File: src/rtl/decode_pkg.sv
// Shared encodings for the D-stage decoder and block-transfer sequencer.
package decode_pkg;

    // Instruction classes (Op field)
    localparam logic [1:0] OP_DP  = 2'b00;
    localparam logic [1:0] OP_MEM = 2'b01;
    localparam logic [1:0] OP_BR  = 2'b10;
    localparam logic [1:0] OP_NOP = 2'b11;

    // ALUControl codes (zero-extended to ALUW where used)
    localparam logic [4:0] ALU_ADD = 5'b00000;
    localparam logic [4:0] ALU_SUB = 5'b00001;
    localparam logic [4:0] ALU_AND = 5'b00010;
    localparam logic [4:0] ALU_ORR = 5'b00011;
    localparam logic [4:0] ALU_EOR = 5'b00110;
    localparam logic [4:0] ALU_RSB = 5'b01000;
    localparam logic [4:0] ALU_BIC = 5'b10010;

    // Immediate select
    localparam logic [1:0] IMM_DP  = 2'b00;
    localparam logic [1:0] IMM_MEM = 2'b01;
    localparam logic [1:0] IMM_BR  = 2'b10;
    localparam logic [1:0] IMM_SEQ = 2'b11;   // datapath uses {SeqOff,2'b00}

    // Register-read select
    localparam logic [1:0] REG_DP  = 2'b00;
    localparam logic [1:0] REG_BR  = 2'b01;
    localparam logic [1:0] REG_STR = 2'b10;

    typedef enum logic {S_IDLE = 1'b0, S_XFER = 1'b1} seq_state_t;

    // Single-bit E-stage enables plus flag writes
    typedef struct packed {
        logic       RegW;
        logic       MemW;
        logic       MemtoReg;
        logic       ALUSrc;
        logic       Branch;
        logic       NoWrite;
        logic       IgRn;
        logic [1:0] FlagW;
    } ctl_t;

endpackage

File: src/rtl/decode_seq_if.sv
// D-stage instruction inputs and E-stage control outputs of decode_seq.
interface decode_seq_if #(
    parameter int REGS = 16,
    parameter int ALUW = 5
);
    localparam int IW = $clog2(REGS);

    logic            ValidD;
    logic [1:0]      Op;
    logic [5:0]      Funct;
    logic [3:0]      Rd;
    logic [REGS-1:0] RegList;
    logic            StallD;
    logic            FlushD;
    logic            FlushE;

    logic            BusyD;
    logic [1:0]      ImmSrcD;
    logic [1:0]      RegSrcD;
    logic [IW-1:0]   SeqRegD;

    logic            RegWE, MemWE, MemtoRegE, ALUSrcE, BranchE, PCSE, NoWriteE, IgRnE;
    logic [1:0]      FlagWE;
    logic [ALUW-1:0] ALUControlE;
    logic [IW-1:0]   SeqRegE;
    logic [IW-1:0]   SeqOffE;

    modport master (
        output ValidD, Op, Funct, Rd, RegList, StallD, FlushD, FlushE,
        input  BusyD, ImmSrcD, RegSrcD, SeqRegD,
        input  RegWE, MemWE, MemtoRegE, ALUSrcE, BranchE, PCSE, NoWriteE, IgRnE,
        input  FlagWE, ALUControlE, SeqRegE, SeqOffE
    );

    modport slave (
        input  ValidD, Op, Funct, Rd, RegList, StallD, FlushD, FlushE,
        output BusyD, ImmSrcD, RegSrcD, SeqRegD,
        output RegWE, MemWE, MemtoRegE, ALUSrcE, BranchE, PCSE, NoWriteE, IgRnE,
        output FlagWE, ALUControlE, SeqRegE, SeqOffE
    );
endinterface

File: src/rtl/decode_alu_table.sv
// Data-processing Funct -> ALUControl / NoWrite / IgRn / FlagW map.
module decode_alu_table
    import decode_pkg::*;
#(
    parameter int ALUW = 5
) (
    input  logic [4:0]      i_funct,
    output logic [ALUW-1:0] o_alu,
    output logic            o_nowrite,
    output logic            o_igrn,
    output logic [1:0]      o_flagw,
    output logic            o_def
);
    logic [4:0] w_code;

    // Opcode lookup; undefined codes clear o_def so the caller drops every enable
    always_comb begin
        w_code    = ALU_ADD;
        o_nowrite = 1'b0;
        o_igrn    = 1'b0;
        o_def     = 1'b1;
        case (i_funct[4:1])
            4'b0000: w_code = ALU_AND;
            4'b0001: w_code = ALU_EOR;
            4'b0010: w_code = ALU_SUB;
            4'b0011: w_code = ALU_RSB;
            4'b0100: w_code = ALU_ADD;
            4'b1100: w_code = ALU_ORR;
            4'b1110: w_code = ALU_BIC;
            4'b1101: begin w_code = ALU_ADD; o_igrn = 1'b1; end
            4'b1000: begin w_code = ALU_AND; o_nowrite = 1'b1; end
            4'b1001: begin w_code = ALU_EOR; o_nowrite = 1'b1; end
            4'b1010: begin w_code = ALU_SUB; o_nowrite = 1'b1; end
            4'b1011: begin w_code = ALU_ADD; o_nowrite = 1'b1; end
            default: o_def = 1'b0;
        endcase
    end

    // Logical ops (ALUControl[1]=1) leave C/V alone
    assign o_alu   = o_def ? ALUW'(w_code) : '0;
    assign o_flagw = o_def ? {i_funct[0], i_funct[0] & ~w_code[1]} : 2'b00;
endmodule

File: src/rtl/decode_seq.sv
// D-stage decoder with LDM/STM beat sequencer and D->E control register.
module decode_seq
    import decode_pkg::*;
#(
    parameter int REGS = 16,
    parameter int ALUW = 5
) (
    input logic          clk,
    input logic          reset,
    decode_seq_if.slave  bus
);
    localparam int IW = $clog2(REGS);

    seq_state_t      r_state;
    logic [REGS-1:0] r_mask;
    logic [IW-1:0]   r_off;
    logic            r_ldm;

    logic            w_xfer, w_blkop, w_blk, w_beat, w_ldm, w_bubble, w_pcs;
    logic [REGS-1:0] w_cur, w_rest;
    logic [IW-1:0]   w_seqreg, w_seqoff;
    logic [3:0]      w_dst;
    logic [1:0]      w_imm, w_rsrc;
    logic [ALUW-1:0] w_alu, w_talu;
    logic            w_tnowrite, w_tigrn, w_tdef;
    logic [1:0]      w_tflagw;
    ctl_t            w_ctl;

    decode_alu_table #(.ALUW(ALUW)) u_alu_table (
        .i_funct   (bus.Funct[4:0]),
        .o_alu     (w_talu),
        .o_nowrite (w_tnowrite),
        .o_igrn    (w_tigrn),
        .o_flagw   (w_tflagw),
        .o_def     (w_tdef)
    );

    // Remaining mask: live RegList when a block op arrives in IDLE, latched mask in XFER
    assign w_xfer  = (r_state == S_XFER);
    assign w_blkop = (bus.Op == OP_BR) & ~bus.Funct[5];
    assign w_blk   = w_xfer | w_blkop;
    assign w_cur   = w_xfer ? r_mask : ((bus.ValidD & w_blkop) ? bus.RegList : '0);
    assign w_rest  = w_cur & (w_cur - 1'b1);
    assign w_beat  = |w_cur;
    assign w_ldm   = w_xfer ? r_ldm : bus.Funct[0];
    assign w_seqoff = w_xfer ? r_off : '0;

    // Lowest set bit of the remaining mask selects this beat's register
    always_comb begin
        w_seqreg = '0;
        for (int i = REGS - 1; i >= 0; i--)
            if (w_cur[i]) w_seqreg = IW'(i);
    end

    // Main D-stage decode; block ops with an empty mask fall through as a bubble
    always_comb begin
        w_ctl  = '0;
        w_alu  = '0;
        w_imm  = IMM_DP;
        w_rsrc = REG_DP;
        if (w_blk) begin
            if (w_beat) begin
                w_ctl.ALUSrc = 1'b1;
                w_imm        = IMM_SEQ;
                w_alu        = ALUW'(ALU_ADD);
                if (w_ldm) begin
                    w_ctl.RegW     = 1'b1;
                    w_ctl.MemtoReg = 1'b1;
                end else begin
                    w_ctl.MemW = 1'b1;
                    w_rsrc     = REG_STR;
                end
            end
        end else begin
            case (bus.Op)
                OP_DP: begin
                    w_ctl.RegW    = w_tdef;
                    w_ctl.ALUSrc  = bus.Funct[5] & w_tdef;
                    w_ctl.NoWrite = w_tnowrite;
                    w_ctl.IgRn    = w_tigrn;
                    w_ctl.FlagW   = w_tflagw;
                    w_alu         = w_talu;
                end
                OP_MEM: begin
                    w_imm        = IMM_MEM;
                    w_ctl.ALUSrc = 1'b1;
                    w_alu        = ALUW'(ALU_ADD);
                    if (bus.Funct[0]) begin
                        w_ctl.RegW     = 1'b1;
                        w_ctl.MemtoReg = 1'b1;
                    end else begin
                        w_ctl.MemW = 1'b1;
                        w_rsrc     = REG_STR;
                    end
                end
                OP_BR: begin
                    w_imm        = IMM_BR;
                    w_ctl.ALUSrc = 1'b1;
                    w_ctl.Branch = 1'b1;
                    w_rsrc       = REG_BR;
                    w_alu        = ALUW'(ALU_ADD);
                end
                default: ;
            endcase
        end
    end

    assign w_dst    = w_beat ? 4'(w_seqreg) : bus.Rd;
    assign w_pcs    = ((w_dst == 4'd15) & w_ctl.RegW) | w_ctl.Branch;
    assign w_bubble = bus.FlushE | bus.StallD | bus.FlushD | (~w_xfer & ~bus.ValidD);

    assign bus.BusyD   = w_beat & (|w_rest) & ~bus.FlushD;
    assign bus.ImmSrcD = w_imm;
    assign bus.RegSrcD = w_rsrc;
    assign bus.SeqRegD = w_seqreg;

    // Sequencer: reset > FlushD > StallD; each unstalled beat clears its bit
    always_ff @(posedge clk) begin
        if (reset || bus.FlushD) begin
            r_state <= S_IDLE;
            r_mask  <= '0;
            r_off   <= '0;
            r_ldm   <= 1'b0;
        end else if (!bus.StallD) begin
            case (r_state)
                S_IDLE: begin
                    if (bus.ValidD && w_blkop && (|w_rest)) begin
                        r_state <= S_XFER;
                        r_mask  <= w_rest;
                        r_off   <= IW'(1);
                        r_ldm   <= bus.Funct[0];
                    end
                end
                S_XFER: begin
                    r_mask <= w_rest;
                    if (~|w_rest) begin
                        r_state <= S_IDLE;
                        r_off   <= '0;
                    end else begin
                        r_off <= r_off + 1'b1;
                    end
                end
                default: r_state <= S_IDLE;
            endcase
        end
    end

    // D->E pipeline register; bubbles carry all-zero controls
    always_ff @(posedge clk) begin
        if (reset || w_bubble) begin
            bus.RegWE       <= 1'b0;
            bus.MemWE       <= 1'b0;
            bus.MemtoRegE   <= 1'b0;
            bus.ALUSrcE     <= 1'b0;
            bus.BranchE     <= 1'b0;
            bus.PCSE        <= 1'b0;
            bus.NoWriteE    <= 1'b0;
            bus.IgRnE       <= 1'b0;
            bus.FlagWE      <= 2'b00;
            bus.ALUControlE <= '0;
            bus.SeqRegE     <= '0;
            bus.SeqOffE     <= '0;
        end else begin
            bus.RegWE       <= w_ctl.RegW;
            bus.MemWE       <= w_ctl.MemW;
            bus.MemtoRegE   <= w_ctl.MemtoReg;
            bus.ALUSrcE     <= w_ctl.ALUSrc;
            bus.BranchE     <= w_ctl.Branch;
            bus.PCSE        <= w_pcs;
            bus.NoWriteE    <= w_ctl.NoWrite;
            bus.IgRnE       <= w_ctl.IgRn;
            bus.FlagWE      <= w_ctl.FlagW;
            bus.ALUControlE <= w_alu;
            bus.SeqRegE     <= w_beat ? w_seqreg : '0;
            bus.SeqOffE     <= w_beat ? w_seqoff : '0;
        end
    end
endmodule

File: src/flat_wrapper.sv
// flat-port wrapper written by rule: the top's interface ports become plain ports
module decode_seq_flat import decode_pkg::*;
#(
    parameter int REGS = 16,
    parameter int ALUW = 5
)
  (clk, reset, bus_ValidD, bus_Op, bus_Funct, bus_Rd, bus_RegList, bus_StallD, bus_FlushD, bus_FlushE, bus_BusyD, bus_ImmSrcD, bus_RegSrcD, bus_SeqRegD, bus_RegWE, bus_MemWE, bus_MemtoRegE, bus_ALUSrcE, bus_BranchE, bus_PCSE, bus_NoWriteE, bus_IgRnE, bus_FlagWE, bus_ALUControlE, bus_SeqRegE, bus_SeqOffE);
  decode_seq_if #(.REGS(REGS), .ALUW(ALUW)) bus_i ();
  input logic clk;
  input logic reset;
  input wire logic [$bits(bus_i.ValidD)-1:0] bus_ValidD;
  input wire logic [$bits(bus_i.Op)-1:0] bus_Op;
  input wire logic [$bits(bus_i.Funct)-1:0] bus_Funct;
  input wire logic [$bits(bus_i.Rd)-1:0] bus_Rd;
  input wire logic [$bits(bus_i.RegList)-1:0] bus_RegList;
  input wire logic [$bits(bus_i.StallD)-1:0] bus_StallD;
  input wire logic [$bits(bus_i.FlushD)-1:0] bus_FlushD;
  input wire logic [$bits(bus_i.FlushE)-1:0] bus_FlushE;
  output wire logic [$bits(bus_i.BusyD)-1:0] bus_BusyD;
  output wire logic [$bits(bus_i.ImmSrcD)-1:0] bus_ImmSrcD;
  output wire logic [$bits(bus_i.RegSrcD)-1:0] bus_RegSrcD;
  output wire logic [$bits(bus_i.SeqRegD)-1:0] bus_SeqRegD;
  output wire logic [$bits(bus_i.RegWE)-1:0] bus_RegWE;
  output wire logic [$bits(bus_i.MemWE)-1:0] bus_MemWE;
  output wire logic [$bits(bus_i.MemtoRegE)-1:0] bus_MemtoRegE;
  output wire logic [$bits(bus_i.ALUSrcE)-1:0] bus_ALUSrcE;
  output wire logic [$bits(bus_i.BranchE)-1:0] bus_BranchE;
  output wire logic [$bits(bus_i.PCSE)-1:0] bus_PCSE;
  output wire logic [$bits(bus_i.NoWriteE)-1:0] bus_NoWriteE;
  output wire logic [$bits(bus_i.IgRnE)-1:0] bus_IgRnE;
  output wire logic [$bits(bus_i.FlagWE)-1:0] bus_FlagWE;
  output wire logic [$bits(bus_i.ALUControlE)-1:0] bus_ALUControlE;
  output wire logic [$bits(bus_i.SeqRegE)-1:0] bus_SeqRegE;
  output wire logic [$bits(bus_i.SeqOffE)-1:0] bus_SeqOffE;
  assign bus_i.ValidD = bus_ValidD;
  assign bus_i.Op = bus_Op;
  assign bus_i.Funct = bus_Funct;
  assign bus_i.Rd = bus_Rd;
  assign bus_i.RegList = bus_RegList;
  assign bus_i.StallD = bus_StallD;
  assign bus_i.FlushD = bus_FlushD;
  assign bus_i.FlushE = bus_FlushE;
  assign bus_BusyD = bus_i.BusyD;
  assign bus_ImmSrcD = bus_i.ImmSrcD;
  assign bus_RegSrcD = bus_i.RegSrcD;
  assign bus_SeqRegD = bus_i.SeqRegD;
  assign bus_RegWE = bus_i.RegWE;
  assign bus_MemWE = bus_i.MemWE;
  assign bus_MemtoRegE = bus_i.MemtoRegE;
  assign bus_ALUSrcE = bus_i.ALUSrcE;
  assign bus_BranchE = bus_i.BranchE;
  assign bus_PCSE = bus_i.PCSE;
  assign bus_NoWriteE = bus_i.NoWriteE;
  assign bus_IgRnE = bus_i.IgRnE;
  assign bus_FlagWE = bus_i.FlagWE;
  assign bus_ALUControlE = bus_i.ALUControlE;
  assign bus_SeqRegE = bus_i.SeqRegE;
  assign bus_SeqOffE = bus_i.SeqOffE;
  decode_seq #(.REGS(REGS), .ALUW(ALUW)) u_core (.clk(clk), .reset(reset), .bus(bus_i));
endmodule
File: config.mk
export PLATFORM = sky130hd
export DESIGN_NAME = decode_seq_flat
export DESIGN_NICKNAME = d
export VERILOG_FILES = /design/src/rtl/decode_pkg.sv /design/src/rtl/decode_seq_if.sv /design/src/rtl/decode_alu_table.sv /design/src/rtl/decode_seq.sv /design/src/flat_wrapper.sv
export SDC_FILE = /design/constraint.sdc
export NUM_CORES = 1
export LEC_CHECK = 0
export BUFFER_PORTS_ARGS = -buffer_cell sky130_fd_sc_hd__buf_4
export CAP_MARGIN = 20
export CORE_UTILIZATION = 49
export CTS_CLUSTER_SIZE = 24
export DETAILED_ROUTE_END_ITERATION = 16
export GPL_ROUTABILITY_DRIVEN = 0
export PLACE_DENSITY_LB_ADDON = 0.2
export SLEW_MARGIN = 10
export SYNTH_ARGS = -nofsm -noshare
export SYNTH_HDL_FRONTEND = slang
export SYNTH_HIERARCHICAL = 1
export SYNTH_SLANG_ARGS = --single-unit
File: constraint.sdc
create_clock -name clk -period 4.9 [get_ports clk]
set_input_delay 0.245 -clock clk [delete_from_list [all_inputs] [get_ports clk]]
set_output_delay 0.245 -clock clk [all_outputs]
set_load 0.01 [all_outputs]
# Word level (Yosys, flattened, before mapping)
# Cells that the tools add are included.
# W data, S select, Z words.
[totals]
regBits = 45
latchBits = 0
ramBits = 0
romBits = 0
input_bits = 34
out_inout_bits = 32
elab_cells = 129
memories = 0
[classes]
n_addsub = 2
multipliers = 0
div = 0
n_lt_le_gt_ge = 0
eq_ne = 15
n_shift = 0
muxes = 53
bitwise_logic = 23
reduce_logical = 20
[ops]
columns = ["cell", "count"]
rows = [
  ["$mux W4", 22],
  ["$mux W16", 3],
  ["$eq A4 B4 Y1 const B", 8],
  ["$pmux W16 S2", 1],
  ["$reduce_or A16 Y1", 2],
  ["$pmux W5 S6", 1],
  ["$and A16 B16 Y16", 1],
  ["$mux W2", 8],
  ["$sub A16 B1 Y16 const B", 1],
  ["$reduce_or A12 Y1", 1],
  ["$mux W1", 11],
  ["$reduce_or A2 Y1", 5],
  ["$not A1 Y1", 9],
  ["$and A1 B1 Y1", 8],
  ["$eq A4 B2 Y1 const B", 2],
  ["$pmux W2 S2", 2],
  ["$pmux W4 S2", 1],
  ["$reduce_or A4 Y1", 2],
  ["$pmux W1 S2", 3],
  ["$reduce_or A3 Y1", 2],
  ["$mux W5", 1],
  ["$or A1 B1 Y1", 5],
  ["$add A4 B1 Y4 const B", 1],
  ["$eq A4 B1 Y1 const B", 1],
  ["other kinds (10)", 12],
]

# Depth between registers and ports, before layout
# Gate-level depths: netlist (run 1).
[logic_depth]
word_depth = 25
depth_mapped = 13
mapped_depth_nobuf = 10

# Hierarchy
# The synthesis (run 1) kept the hierarchy.
[by_module_without_submodules]
columns = ["module", "n_inst", "cells_per_inst", "area_per_inst_um2"]
rows = [
  ["decode_seq", 1, 330, 2553.7],
  ["decode_alu_table", 1, 22, 163.9],
]

# Least setup slack after synthesis (run 1)
# Ideal clock, no wire load.
[synth_path]
kind = "input -> register"
from = "in bus_Op[0]"
to = "reg u_core.r_mask[11]"
setup_time_ns = 0.072
arrival_ns = 2.696
required_ns = 4.828
setup_slack_ns = 2.132
path_stages = 11
n_path_buf = 1
cell_sequence = "inv_1 ha_1 and3b_1 clkbuf_1 a31oi_1 nand2_1 or2_2 a2111o_1 o21a_1 nor2_2 mux2i_1"
[synth_between]
elab_chain_len = 11
word_cells_on_any_way = 14
cone_classes = "add/sub (1); eq/ne (2); mux (4); bitwise (3); reduce/logical (4)"
[synth_lines]
columns = ["item", "line", "rtl"]
rows = [
  ["start, declared", "flat_wrapper.sv:12", "input wire logic [$bits(bus_i.Op)-1:0] bus_Op;"],
  ["$eq A2 B2 Y1 (*)", "decode_seq.sv:40", "assign w_blkop = (bus.Op == OP_BR) & ~bus.Funct[5];"],
  ["$and A1 B1 Y1 (*)", "decode_seq.sv:40", ""],
  ["$and A1 B1 Y1", "decode_seq.sv:42", "assign w_cur = w_xfer ? r_mask : ((bus.ValidD & w_blkop) ? bus.RegList : '0);"],
  ["$mux W16 (2 in a row)", "decode_seq.sv:42", ""],
  ["$sub A16 B1 Y16", "decode_seq.sv:43", "assign w_rest = w_cur & (w_cur - 1'b1);"],
  ["$and A16 B16 Y16", "decode_seq.sv:43", ""],
  ["$reduce_or A16 Y1", "decode_seq.sv:127", "if (bus.ValidD && w_blkop && (|w_rest)) begin"],
  ["$logic_and A1 B1 Y1", "decode_seq.sv:127", ""],
  ["$ne A2 B2 Y1 (no source line)", "-", ""],
  ["$reduce_and A2 Y1 (no source line)", "-", ""],
  ["end signal, assigned", "decode_seq.sv:129", "r_mask <= w_rest;"],
  ["end signal, assigned", "decode_seq.sv:135", "r_mask <= w_rest;"],
  ["end, declared", "decode_seq.sv:15", "logic [REGS-1:0] r_mask;"],
]
# Mark *: on every way between the ends. The rest lies on a longest branch, timed or not. The select of a mux whose other input is x is not followed.
# A chain may end at the register's enable or synchronous reset.

# Worst setup path after layout (run 1)
[layout_path]
from = "reg u_core.r_state"
to = "out bus_BusyD"
[layout_between]
elab_chain_len = 6
word_cells_on_any_way = 7
cone_classes = "add/sub (1); mux (1); bitwise (3); reduce/logical (2)"
[layout_lines]
columns = ["item", "line", "rtl"]
rows = [
  ["start, declared", "decode_seq.sv:14", "seq_state_t r_state;"],
  ["start signal, assigned", "decode_seq.sv:120", "r_state <= S_IDLE;"],
  ["start signal, assigned", "decode_seq.sv:128", "r_state <= S_XFER;"],
  ["start signal, assigned", "decode_seq.sv:137", "r_state <= S_IDLE;"],
  ["$mux W16 (*)", "decode_seq.sv:42", ""],
  ["$sub A16 B1 Y16", "decode_seq.sv:43", ""],
  ["$and A16 B16 Y16", "decode_seq.sv:43", ""],
  ["$reduce_or A16 Y1", "decode_seq.sv:112", "assign bus.BusyD = w_beat & (|w_rest) & ~bus.FlushD;"],
  ["$and A1 B1 Y1 (*) (2 in a row)", "decode_seq.sv:112", ""],
  ["end, declared", "flat_wrapper.sv:19", "output wire logic [$bits(bus_i.BusyD)-1:0] bus_BusyD;"],
]
# Mark *: on every way between the ends. The rest lies on a longest branch, timed or not.

==> results.md, run 1 <==
- Post-synth EDFFs: 0
- Largest area contributor in the netlist: dfxtp_1
- CTS Buffer Depth: 2
- Global Route met2 Usage: 41.35%
- Via-to-Cell Ratio: 5.996
- Grt met3 use: 7.186%
- Synth warnings: 6
- Synth unique cells: 63
- Vias: 2872
- Io pins: 66
- Overall routing resource usage: 26.28%
- Die area: 5848 um^2
- P_sw: 182.0 uW
- Combinational power share: 15.7%
- Worst-skew pair later-pin latency: 0.29 ns
- 1st-iter DRT viols: 288
- CP Capture Type: output pin
- Number of global-route vias before repair: 2560
- Most frequent cells in the layout: buf_4, dfxtp_1, nand2_1
- Crit path max fanout: 37
- Max cap viols: 0
- Fin crit period: 4.364 ns
- Reg2Reg Setup Slack: 0.67 ns
- Final nets: 449
- Synthesis-to-finish area growth: 22.01%
- Number of diodes: 0
- Final slew viol count: 0
- Sum Neg Setup Slack: 0 ns
- FF-to-FF End: u_core/r_mask[4]$_SDFFE_PP0P_
- Die Width: 76.47 um
- Worst setup margin: 0.5357 ns
- GR Overflow Total: 0
- Switching Fraction: 25.83%
- Met1 usage: 35.29%
- FMAX: 0.2291 GHz
- DRT Pass-1 Iters: 5
- Peak VDD IR: 0.1756 mV
- Final setup fails: 0
- Post-Syn Area per Cell: 7.720 um^2
- Async S/R FF share, synth: 0%
- Syn nets: 393
- Gate Count Post-Synth: 352
- Final period util: 89.07%
- Final hold violation count: 0
- Post-DP HPWL: 5648 um
- CTS Sinks: 44
- Non-filler cells, final: 479
- CTS tree: built
- Commonest non-fill, non-tap cell in the layout: buf_4
- PnR Total Power: 704.3 uW
- Synthesized area: 2718 um^2
- FP Rows: 26
- Crit path DAT: 4.12 ns
- Register area share after synthesis: 32.41%
- Root Driver: clkbuf_8
- DP Worst Slack: 0.7519 ns
- CP Launch Point: u_core/r_state$_SDFFE_PP0N_
- Worst r2r src: u_core/r_state$_SDFFE_PP0N_
- Die Y: 76.47 um
- CP required: 4.66 ns
- CP startpoint kind: flop
- Static Leakage: 1.458 nW
- Pint: 522.4 uW
- Clk pwr share: 33.4%
- Design area: 3316 um^2
- # placed instances: 471
- Worst-margin pin slew: 1.017 ns
- Ys flop type: dfxtp_1
- DRT Wirelength: 7554 um
- Max transition margin: 31.94%
- Clk slew on worst S/H paths: 0.08 ns
- CTS resizes: 0
- Outcome: finished, final reports clean
- Hold Path Class: input pin to flop
- Placed inst area: 3226 um^2
- Drt wl/cell: 15.77 um
- CTS buffer count: 5
- Worst Setup EP: bus_BusyD
- Synth top area cells: dfxtp_1, a21oi_1, nand2_1
- RSZ-0062 raised after global routing: false
- H-tree levels: 2
- Setup bufs post-CTS: 0
- First-pass GRT wire length: 12410 um
- Clock Skews: 0.004943 ns
- Share of cells above drive strength 1: 21.27%
- Largest net degree at the start of global routing: 38
- Remaining antenna violation count after routing: 0
- PwrDens: 212.4 nW/um^2
- Buffers on Ports: 65
- WS Path Type: flop to output pin
- Starting Density: 51.89%
- #FFs+latches synth: 44
- Worst Reg2Reg Path Length in Cells: 8
- Total core area: 5238 um^2
- Hold buffers post-CTS: 0
- Most Crowded Layer GR: met2
- Antenna violations before repair: 0
- Sequential cell fraction of total power: 50.9%
- Top cell type's share of synthesized area: 32.41%
- Drt drc: 0
metal layers:
metal / share of wire, % / up-vias
met2: 46 / 147
met4: 1.0 / 0
met1: 45 / 1319
met5: 0 / -
met3: 8.5 / 9
li1: - / 1397
sequential cells by signal, summed over array words and instances (netlist names):
register and cells:
u_core/bus.ALUControlE 5, u_core/bus.ALUSrcE 1, u_core/bus.BranchE 1, u_core/bus.FlagWE 2, u_core/bus.IgRnE 1, u_core/bus.MemWE 1, u_core/bus.MemtoRegE 1, u_core/bus.NoWriteE 1
u_core/bus.PCSE 1, u_core/bus.RegWE 1, u_core/bus.SeqOffE 4, u_core/bus.SeqRegE 4, u_core/r_ldm 1, u_core/r_mask 15, u_core/r_off 4, u_core/r_state 1
area by class of cell:
| cell class | instances | area, um^2 |
|---|---|---|
| Fill cell | 472 | 1922 |
| Multi-Input combinational cell | 279 | 1717 |
| Sequential cell | 44 | 880.8 |
| Timing Repair Buffer | 66 | 495.5 |
| Clock buffer | 8 | 90.09 |
| Tap cell | 70 | 87.58 |
| Inverter | 12 | 45.04 |
critical path, stage by stage, from the launching register on:
cell and delay (ns):
dfxtp_1 0.99, clkinv_1 0.75, a31oi_1 0.51, nand2_1 0.12, or2_2 0.28, a2111o_1 0.48, nor2_1 0.44, nor3_1 0.10
buf_4 0.16
synthesized netlist by cell type, drive strengths merged (3+ instances only):
| library cell | number |
|---|---|
| and2 | 23 |
| a211oi | 5 |
| buf | 5 |
| or3b | 4 |
| mux2i | 7 |
| o21ai | 26 |
| inv | 11 |
| and3 | 11 |
| a21oi | 27 |
| clkbuf | 12 |
| nand3b | 3 |
| nand2b | 10 |
| nand3 | 15 |
| ha | 7 |
| nor2 | 23 |
| nand2 | 36 |
| o21a | 4 |
| a32oi | 3 |
| nor3 | 7 |
| nor2b | 6 |
| o31ai | 3 |
| or3 | 6 |
| nor4 | 3 |
| o211ai | 4 |
| a31oi | 12 |
| dfxtp | 44 |
metrics by stage:
stage,utilization [%],hold WS (ns)
6_report,63.31,0.2523
5_1_grt,63.31,0.2437
4_1_cts,63.31,0.2398
3_3_place_gp,61.59,0.4530
2_1_floorplan,-,0.3927
3_5_place_dp,61.59,0.4545
cells by family after synthesis:
logic type	count (synthesis)	share of synthesized area, %
fa+ha+maj	7	3.223
flops	44	32.41
simple gates	157	31.17
compound gates	108	26.20
mux	7	2.578
buf+inv	29	4.419
power groups by stage:
stage | Clock (mW) | Sequential, mW | Combinational, mW
6_report | 0.235 | 0.359 | 0.111
5_1_grt | 0.259 | 0.359 | 0.121
4_1_cts | 0.241 | 0.359 | 0.109
3_5_place_dp | 0 | 0.367 | 0.109
3_3_place_gp | 0 | 0.367 | 0.108
2_1_floorplan | 0 | 0.367 | 0.0585
worst min path at each step:
stage,from,depth (start not counted),slack (ns),endpoint
floorplan,bus_Funct[0],2,0.39,u_core/r_ldm$_SDFFE_PP0P_
global placement,u_core/r_mask[15]$_SDFFE_PP0P_,2,0.45,u_core/r_mask[15]$_SDFFE_PP0P_
detailed placement,u_core/r_mask[15]$_SDFFE_PP0P_,2,0.45,u_core/r_mask[15]$_SDFFE_PP0P_
CTS,bus_Funct[0],3,0.24,u_core/r_ldm$_SDFFE_PP0P_
global route,bus_Funct[0],3,0.24,u_core/r_ldm$_SDFFE_PP0P_
finish,bus_Funct[0],3,0.25,u_core/r_ldm$_SDFFE_PP0P_
Power figures use the tool's default switching activity.
==> run 2: changes to the inputs <==
--- a/config.mk
+++ b/config.mk
@@ -5,6 +5,7 @@
 export SDC_FILE = /design/constraint.sdc
 export NUM_CORES = 1
 export LEC_CHECK = 0
+export ABC_CLOCK_PERIOD_IN_PS = 4200
 export BUFFER_PORTS_ARGS = -buffer_cell sky130_fd_sc_hd__buf_4
 export CAP_MARGIN = 20
 export CORE_UTILIZATION = 49
==> constraint.sdc (replaced) <==
create_clock -name clk -period 4.2 [get_ports clk]
set_input_delay 0.21 -clock clk [delete_from_list [all_inputs] [get_ports clk]]
set_output_delay 0.21 -clock clk [all_outputs]
set_load 0.01 [all_outputs]
==> run 2 against run 1 <==
Register-to-register slack better by 0.03 ns. Global-route usage up 0.48 points. First-iteration DRC count up 30%. Cell count up 0.63%. Sequential cell count unchanged. Die area unchanged. Highest routed layer unchanged. Via count up 0.97%. Clock power up 43%.
==> results.md, run 2 (synthesized netlist as in run 1, its figures left out) <==
- Multi-input gate area: 1717 um^2
- Drt wl/cell: 15.87 um
- Buffers on Ports: 65
- Hold slack final: 0.2011 ns
- First-pass GRT wire length: 12710 um
- Die Y: 76.47 um
- Biggest regs: u_core/r_mask: 15 flops, u_core/bus.ALUControlE: 5 flops
- Hold path cells: 3
- H-tree levels: 2
- CTS resizes: 0
- Total core area: 5238 um^2
- DRT Wirelength: 7651 um
- WS Path Type: flop to output pin
- CTS buffer count: 5
- Sum Neg Setup Slack: 0 ns
- FP Rows: 26
- Hold buffers post-CTS: 0
- Starting Density: 51.89%
- Max reg flops: 15
- Antenna violations before repair: 0
- CTS Sinks: 44
- Overall routing resource usage: 26.76%
- Filler cell count: 461
- Remaining antenna violation count after routing: 0
- Crit path DAT: 3.37 ns
- CTS Buffer Depth: 2
- Final nets: 452
- CP required: 3.99 ns
- Max transition margin: 30.92%
- Commonest non-fill, non-tap cell in the layout: buf_4
- Die Width: 76.47 um
- FMAX: 0.2789 GHz
- DRT Pass-1 Iters: 5
- 1st-iter DRT viols: 373
- Hold Path Class: input pin to flop
- Worst Reg2Reg Path Length in Cells: 9
- Outcome: finished, final reports clean
- Hold Path Origin: bus_Funct[0]
- Static Leakage: 1.482 nW
- CP Capture Type: output pin
- Final period util: 85.36%
- Crit path max fanout: 27
- Fin crit period: 3.585 ns
- Clock Skews: 0.006163 ns
- Worst r2r src: u_core/r_state$_SDFFE_PP0N_
- Top reg by flops: u_core/r_mask
- FF-to-FF End: u_core/r_mask[4]$_SDFFE_PP0P_
- Most frequent cells in the layout: buf_4, dfxtp_1, nand2_1
- PwrDens: 263.2 nW/um^2
- Largest net degree at the start of global routing: 35
- CTS tree: built
- Number of diodes: 0
- Root Driver: clkbuf_8
- Number of global-route vias before repair: 2673
- Setup bufs post-CTS: 0
- Non-filler cells, final: 482
- Flip-flop and latch area: 880.8 um^2
- Clk slew on worst S/H paths: 0.09 ns
- Max cap viols: 0
- Peak VDD IR: 0.1377 mV
- # placed instances: 474
- Final hold violation count: 0
- GR Overflow Total: 0
- Synthesis-to-finish area growth: 23.76%
- Worst-skew pair later-pin latency: 0.30 ns
- Post-DP HPWL: 5599 um
- Io pins: 66
- Via-to-Cell Ratio: 6.017
- Share of cells above drive strength 1: 22.33%
- CP startpoint kind: flop
- Drt drc: 0
- Die area: 5848 um^2
- Reg2Reg Setup Slack: 0.70 ns
- Vias: 2900
- Endpoint, Worst Hold: u_core/r_ldm$_SDFFE_PP0P_
- Final setup fails: 0
- RSZ-0062 raised after global routing: false
- Final slew viol count: 0
- Worst-margin pin slew: 1.032 ns
## run 2: power by group
| group | leakage, nW | switching (mW) | internal, mW | total (mW) |
|---|---|---|---|---|
| Clock | 0.0548 | 0.158 | 0.179 | 0.337 |
| Combinational | 1.07 | 0.0719 | 0.0580 | 0.130 |
| Sequential | 0.354 | 0.000493 | 0.418 | 0.418 |
## run 2: how the worst max path moves through the flow
stage / startpoint / endpoint / slack (ns) / cells after the start
floorplan: bus_Op[0] / u_core/r_mask[11]$_SDFFE_PP0P_ / 1.47 / 11
global placement: u_core/r_state$_SDFFE_PP0N_ / u_core/r_mask[9]$_SDFFE_PP0P_ / 0.88 / 9
detailed placement: bus_Op[0] / u_core/r_mask[4]$_SDFFE_PP0P_ / 0.79 / 11
CTS: u_core/r_state$_SDFFE_PP0N_ / bus_BusyD / 0.67 / 9
global route: u_core/r_state$_SDFFE_PP0N_ / bus_BusyD / 0.42 / 9
finish: u_core/r_state$_SDFFE_PP0N_ / bus_BusyD / 0.62 / 9
## run 2: cell type report
type	count	area share, %
multi-input combinational	279	51.04
sequential	44	26.19
timing repair buffer	69	15.40
tap	70	2.604
clock buffer	5	2.046
clock inverter	3	1.376
inverter	12	1.339
## run 2: metrics by stage
| step | total power [mW] | setup WS (ns) | utilization, % | area, um^2 |
|---|---|---|---|---|
| floorplan | 0.4965 | 1.467 | - | 2718 |
| global placement | 0.5543 | 0.8846 | 62.02 | 3248 |
| detailed placement | 0.5559 | 0.7904 | 62.02 | 3248 |
| CTS | 0.8887 | 0.6706 | 64.21 | 3363 |
| global route | 0.9223 | 0.4239 | 64.21 | 3363 |
| finish | 0.8851 | 0.6151 | 64.21 | 3363 |
## run 2: critical path: stages (launching register included)
cell and delay (ns):
dfxtp_1 0.34, buf_4 0.25, or3b_1 0.44, a222oi_1 0.43, o21a_2 0.27, a41oi_1 0.17
a2111o_1 0.49, nor2_1 0.41, nor3_1 0.10, buf_4 0.16
## run 2: per-layer routing
metal	GRT usage [%]	share of wire [%]	vias up
met5	0	0	-
met1	35.99	44	1343
met3	5.749	8.3	17
met2	42.43	46	138
met4	8.654	1.6	0
li1	-	-	1402
